$ cat src/rtl/alu_pkg.sv
// Shared definitions for the serial add/sub family: FSM state encoding and
// the default operand width.
package alu_pkg;

  localparam int WIDTH_DEFAULT = 32;

  typedef enum logic [1:0] {
    IDLE = 2'd0,
    RUN  = 2'd1,
    DONE = 2'd2
  } state_e;

endpackage

$ cat src/rtl/full_add.sv
// One-bit full adder cell used by the serial adder for each bit position.
module full_add (
  input  logic a,
  input  logic b,
  input  logic c_i,
  output logic s_o,
  output logic c_o
);

  assign s_o = a ^ b ^ c_i;
  assign c_o = (a & b) | (a & c_i) | (b & c_i);

endmodule

$ cat src/rtl/add_32bit_serial.sv
// Bit-serial adder: accepts a, b, c_i, adds one bit per cycle LSB first and
// presents s/c_o/ovf after WIDTH cycles.
// Handshake: a transfer happens on a rising edge where valid && ready are both
// high; valid never depends on ready, and the producer holds data until then.
module add_32bit_serial
  import alu_pkg::*;
#(
  parameter int WIDTH = WIDTH_DEFAULT
) (
  input  logic             clk,
  input  logic             rst,
  input  logic             in_valid,
  output logic             in_ready,
  input  logic [WIDTH-1:0] a,
  input  logic [WIDTH-1:0] b,
  input  logic             c_i,
  output logic [WIDTH-1:0] s,
  output logic             c_o,
  output logic             ovf,
  output logic             out_valid,
  input  logic             out_ready,
  output state_e           dbg_state
);

  localparam int CW = $clog2(WIDTH);

  state_e           state_q, state_d;
  logic [CW-1:0]    cnt_q, cnt_d;
  logic             carry_q, carry_d;
  logic [WIDTH-1:0] a_q, a_d;
  logic [WIDTH-1:0] b_q, b_d;
  logic [WIDTH-1:0] res_q, res_d;
  logic [WIDTH-1:0] s_q, s_d;
  logic             c_o_q, c_o_d;
  logic             ovf_q, ovf_d;
  logic             bit_s, bit_c;

  full_add u_full_add (
    .a   (a_q[0]),
    .b   (b_q[0]),
    .c_i (carry_q),
    .s_o (bit_s),
    .c_o (bit_c)
  );

  always_comb begin
    state_d = state_q;
    cnt_d   = cnt_q;
    carry_d = carry_q;
    a_d     = a_q;
    b_d     = b_q;
    res_d   = res_q;
    s_d     = s_q;
    c_o_d   = c_o_q;
    ovf_d   = ovf_q;
    case (state_q)
      IDLE: begin
        if (in_valid) begin
          a_d     = a;
          b_d     = b;
          carry_d = c_i;
          cnt_d   = '0;
          state_d = RUN;
        end
      end
      RUN: begin
        a_d     = {1'b0, a_q[WIDTH-1:1]};
        b_d     = {1'b0, b_q[WIDTH-1:1]};
        carry_d = bit_c;
        res_d   = {bit_s, res_q[WIDTH-1:1]};
        if (cnt_q == CW'(WIDTH - 1)) begin
          // carry_q here is the carry into the MSB, bit_c the carry out of it
          s_d     = res_d;
          c_o_d   = bit_c;
          ovf_d   = carry_q ^ bit_c;
          state_d = DONE;
        end else begin
          cnt_d = cnt_q + CW'(1);
        end
      end
      DONE: begin
        if (out_ready) state_d = IDLE;
      end
      default: state_d = IDLE;
    endcase
  end

  always_ff @(posedge clk) begin
    if (rst) begin
      state_q <= IDLE;
      cnt_q   <= '0;
      carry_q <= 1'b0;
      a_q     <= '0;
      b_q     <= '0;
      res_q   <= '0;
      s_q     <= '0;
      c_o_q   <= 1'b0;
      ovf_q   <= 1'b0;
    end else begin
      state_q <= state_d;
      cnt_q   <= cnt_d;
      carry_q <= carry_d;
      a_q     <= a_d;
      b_q     <= b_d;
      res_q   <= res_d;
      s_q     <= s_d;
      c_o_q   <= c_o_d;
      ovf_q   <= ovf_d;
    end
  end

  assign in_ready  = (state_q == IDLE);
  assign out_valid = (state_q == DONE);
  assign s         = s_q;
  assign c_o       = c_o_q;
  assign ovf       = ovf_q;
  assign dbg_state = state_q;

endmodule

$ cat config.mk
export PLATFORM = sky130hd
export DESIGN_NAME = add_32bit_serial
export DESIGN_NICKNAME = d
export VERILOG_FILES = /design/src/rtl/alu_pkg.sv /design/src/rtl/full_add.sv /design/src/rtl/add_32bit_serial.sv
export SDC_FILE = /design/constraint.sdc
export NUM_CORES = 1
export LEC_CHECK = 0
export CORE_UTILIZATION = 30
export DETAILED_ROUTE_END_ITERATION = 6
export HOLD_SLACK_MARGIN = 0.15
export SYNTH_ARGS = -nofsm -noshare
export SYNTH_HDL_FRONTEND = slang
export SYNTH_HIERARCHICAL = 1
export SYNTH_SLANG_ARGS = --single-unit
$ cat constraint.sdc
create_clock -name clk -period 2.2 [get_ports clk]
set_clock_uncertainty 0.05 [all_clocks]
set_input_delay 0.55 -clock clk [delete_from_list [all_inputs] [get_ports clk]]
set_output_delay 0.55 -clock clk [all_outputs]
set_load 0.01 [all_outputs]
* Yosys cells after proc, flatten, opt, wreduce, memory -nomap -nowiden
Index checks and enable logic that the tools add are counted.
Operators by class: add/subtract/negate cells 1, eq/ne operators 7, mux-type cells 13, bitwise gates (word level) 8, reduce and logical (&&, ||, !) cells 6
Operator list (count):
- 32-bit one-hot mux with 2 select lines | 2
- 32-bit two-way mux | 2
- 5-bit two-way mux | 2
- 5-bit one-hot mux with 2 select lines | 1
- 2-bit two-way mux | 3
- 2-bit inequality test (second input constant) | 3
- 2-bit one-hot mux with 3 select lines | 1
- 3-bit AND reduction | 2
- 5-bit by 1-bit adder with 5-bit output (second input constant) | 1
- 5-bit equality test (second input constant) | 1
- 2-bit AND reduction | 2
- 1-bit AND | 3
- 1-bit bitwise XOR | 3
- 2-bit by 1-bit equality test with 1-bit output (second input constant) | 1
- 2-bit equality test (second input constant) | 1
- 2-bit zero test | 1
- 2-bit by 1-bit inequality test with 1-bit output (second input constant) | 1
- 1-bit bitwise OR | 2
- 1-bit one-hot mux with 2 select lines | 1
- 2-bit nonzero test | 1
- 1-bit two-way mux | 1
Word-level totals: bits in registers 138, input port bits 69, output and inout bits 38

* Depth between registers and ports, before layout
depth in word-level cells 4, depth in mapped cells 8

* Modules after synthesis
Netlist, hierarchy kept.
Modules (own cells, without submodules):
- add_32bit_serial | times used 1, cells each 680, area each 5582.9 um^2
- full_add | times used 1, cells each 1, area each 20.0 um^2

* Worst setup path after synthesis
Ideal clock, no wire load.
path kind flip-flop to flip-flop, from reg cnt_q[0], to reg cnt_q[2], library setup time 0.140 ns, arrival time 1.504 ns, path slack 0.506 ns, cell stages (with the launch flop) 8, buffers on the path 0, period minus slack after synthesis 1.694 ns, path through dfxtp_1 -> ha_1 -> and3_1 -> ha_1 -> nand2b_1 -> a21o_1 -> o21ai_0 -> a21oi_1
On the way: word-level cells in the longest chain between the ends 3, elaborated cells between the ends (all ways) 6, those cells by class add/sub: 1; eq/ne: 2; mux: 2; reduce/logical: 1
RTL lines:
- from (decl) | RTL line add_32bit_serial.sv:28 | logic [CW-1:0] cnt_q, cnt_d;
- from (signal assigned) | RTL line add_32bit_serial.sv:101 | cnt_q <= cnt_d;
- 5-bit by 1-bit adder with 5-bit output or 5-bit equality test (tied branches) | RTL line add_32bit_serial.sv:78, add_32bit_serial.sv:71
- 5-bit two-way mux or 2-bit inequality test (tied branches)
- 5-bit one-hot mux with 2 select lines or 3-bit AND reduction (tied branches)
Several ways; a longest one is shown, not always the timed one. The select of a mux whose other input is x is not followed. A chain may end at the register's enable or synchronous reset.

* Worst setup path in the final report
from reg state_q[1] (netlist: dbg_state[1]), to out out_valid
On the way: word-level cells in the longest chain between the ends 1
RTL lines:
- from (decl) | RTL line add_32bit_serial.sv:27 | state_e state_q, state_d;
- from (signal assigned) | RTL line add_32bit_serial.sv:100 | state_q <= state_d;
- 2-bit equality test | RTL line add_32bit_serial.sv:113 | assign out_valid = (state_q == DONE);
- to (decl) | RTL line add_32bit_serial.sv:20 | output logic out_valid,
Every way passes these cells.

==> summary.md <==
| Metric | Value |
|---|---|
| Run status | `complete, but fails checks` |
| Violated checks | `DRC` |
| DR DRC count | `8` |
| Vias in the first global route | `4,390` |
| HP Class | `flop to flop` |
| CTS Root Cell | `clkbuf_16` |
| Worst path cell trace | `nor2b_2 -> clkdlybuf4s50_1` |
| Syn Nets | `753` |
| Critical path data arrival time | `1500 ps` |
| Crit path max fanout | `3` |
| Register area | `2745 sq um` |
| Die extent in y | `138.7 um` |
| Grt ovf | `0` |
| Seq cells post-synth | `137` |
| Mapped Cells | `681` |
| Routed WL per cell | `12.60 um` |
| Post-synthesis sequential area ratio | `0.4895` |
| Slowest stage cell, crit path | `clkdlybuf4s50_1` |
| Mapped cell area | `5603 sq um` |
| Clock transition at path regs | `60 ps` |
| Most frequent cells in the layout | `255 x nand2_1, 135 x dfxtp_1, 105 x clkdlybuf4s50_1, 73 x nor2_1, 58 x a21oi_1` |
| # port buffers | `106` |
| Synth Area per Inst | `8.227 sq um` |
| Area delta synth->final | `33.52%` |
| VDD IR-drop max | `0.0005492 V` |
| R2r endpoint | `s[17]` |
| Critical Path Max Stage Delay | `550 ps` |
| Critical hold path startpoint | `s[15]` |
| Wirelength, routed | `12.69 mm` |
| Die area | `19,230 sq um` |
| Rows | `49` |
| Lkg Pwr | `2.662 nW` |
| Antenna Cells | `0` |
| Sinks on the clock net | `137` |
| RSZ-0062 raised after global routing | `no` |
| CP Launch Point | `dbg_state[1]` |
| Core area | `18,150 sq um` |
| Fill cells | `1,840` |
| Crit end category | `output port` |
| Synth warnings | `6` |
| Tcrit/Tclk final | `0.9542` |
| Via count | `4,759` |
| Setup Buffers After CTS | `0` |
| CTS Buffer Depth | `2` |
| Hold endpoint | `s[15]` |
| PwrDens | `851.4 nW/um^2` |
| Worst Path Required | `1600 ps` |
| CTS Hold Buffers Added | `0` |
| Final Hold Vio Count | `0` |
| Antenna violations before repair | `0` |
| Max cap viols | `0` |
| Total Negative Setup Slacks | `0 ps` |
| Worst reg2reg startpoint | `cnt_q[0]` |
| Slew Viols, Final | `0` |
| Share of cells above drive strength 1 | `0.1144` |
| Post-route ant nets | `0` |
| CTS Buf Count | `17` |
| Worst Tran Pin Value | `407.7 ps` |
| Final net count | `837` |
| Tot GR Track Use | `0.1393` |
| Multi-input logic area | `2532 sq um` |
| Flop2flop setup slack | `310 ps` |
| Worst slack, placed | `157.5 ps` |
| Fmax | `476.4 MHz` |
| Hold depth | `2` |
| Ports | `107` |
| DP HPWL | `8.173 mm` |
| CTS tree | `built` |
| Endpoints failing setup | `0` |
| Post-layout min period | `2099 ps` |
| DRT iter0 DRCs | `264` |
| Htree depth | `4` |
| First-pass GRT wire length | `21.69 mm` |
| Relative slew slack | `0.7282` |
| Distinct cell type count after synthesis | `33` |
| Initial Util | `0.3087` |
| Reg2Reg Depth | `6` |
| Commonest non-fill, non-tap cell in the layout | `nand2_1` |
| Clk Latency, worst-skew pair | `420 ps` |
| Startpoint types | `flop` |
| Placer Congestion | `0.7203` |
| PnR worst setup slack | `100.8 ps` |
| Via/cell ratio | `4.726` |
| Largest net degree at the start of global routing | `65` |
| Pre-antenna DRT Iters | `7` |
| Die W | `138.7 um` |
| WS Path Type | `flop to output port` |
[timing repair]
item / in CTS / in global routing
gates resized for setup: 3 / 2
endpoints found under the hold margin: 0 / 0
endpoints found under the setup margin: 2 / 3
cloned: 0 / 0
[final cells by class]
cell class,instances,area share
Clock buffer,21,0.06289
Clock inverter,11,0.02241
Multi-Input combinational cell,487,0.3385
Sequential cell,137,0.3670
Tap cell,229,0.03830
Timing Repair Buffer,122,0.1709
[power breakdown]
group | internal (mW) | total, mW | switching, mW
Clock | 1.99 | 3.07 | 1.08
Sequential | 2.60 | 2.67 | 0.0660
Combinational | 0.293 | 0.631 | 0.339
Total | 4.88 | 6.37 | 1.49
[synth_stat cells (all sizes together)]
cell type,count,area [sq um]
nand2,256,963.4
nand3b,1,7.510
nor3,1,5.000
fa,1,20.02
a311oi,63,676.9
dfxtp,137,2743
and2,1,8.760
a32oi,2,17.52
xnor2,1,8.760
ha,2,25.02
clkbuf,15,56.30
a21oi,68,377.9
buf,42,294.0
a211oi,1,12.51
a21o,1,7.510
nand2b,4,25.02
nor4,1,6.260
nor2,75,289.0
a22oi,2,15.01
and3,1,6.260
nand3,1,5.000
nor2b,2,15.02
o21ai,1,5.000
or2,1,6.260
a31oi,1,6.260
[how the worst max path moves through the flow]
stage	slack, ps	end	cells past startpoint
final	100	out_valid	2
after global routing	40	in_ready	2
after detailed placement	160	b_q[21]	6
after floorplan	510	cnt_q[2]	7
after CTS	5	out_valid	2
after global placement	220	b_q[21]	6
[critical path: cells and delay by family (launching register included)]
kind / cells / cell delay, ps
buffers and inverters: 1 / 550
DFF: 1 / 360
and+or+nand+nor: 1 / 180
[registers in the layout, summed over array words and instances, names as in the netlist]
register and flops:
cnt_q 5, c_o 1, dbg_state 2, b_q 32, carry_q 1, res_q 31, s 32, ovf 1
a_q 32
[per-stage QoR]
stage                     total power [mW]  utilization  area (sq um)  hold slack, ps  cells
after floorplan                      3.124            -          5603           382.1    681
after global placement               3.350       0.3764          6830           392.0    975
after detailed placement             3.360       0.3764          6830           396.6    975
after CTS                            6.452       0.4121          7478           404.8   1007
after global routing                 6.651       0.4122          7481           417.1   1007
final                                6.369       0.4122          7481           401.7   1007
[cells by family (layout without fill, tap and decap cells)]
| group | after synthesis | after routing | share of synthesized area |
|---|---|---|---|
| AO/OA/AOI/OAI | 139 | 139 | 0.1996 |
| flip-flops | 137 | 137 | 0.4895 |
| AND/OR/NAND/NOR | 344 | 344 | 0.2387 |
| XOR/XNOR | 1 | 1 | 0.001563 |
| adder cells (fa/ha/maj) | 3 | 3 | 0.008039 |
| buffers and inverters | 57 | 154 | 0.06253 |
[routing by layer]
layer | up-vias | track usage | share of wire
li1 | 2456 | - | -
met1 | 2191 | 0.1907 | 0.51
met2 | 103 | 0.2038 | 0.44
met3 | 9 | 0.04454 | 0.050
met4 | 0 | 0.05088 | 0.0090
met5 | - | 0 | 0
(Power assumes the default switching activity.)
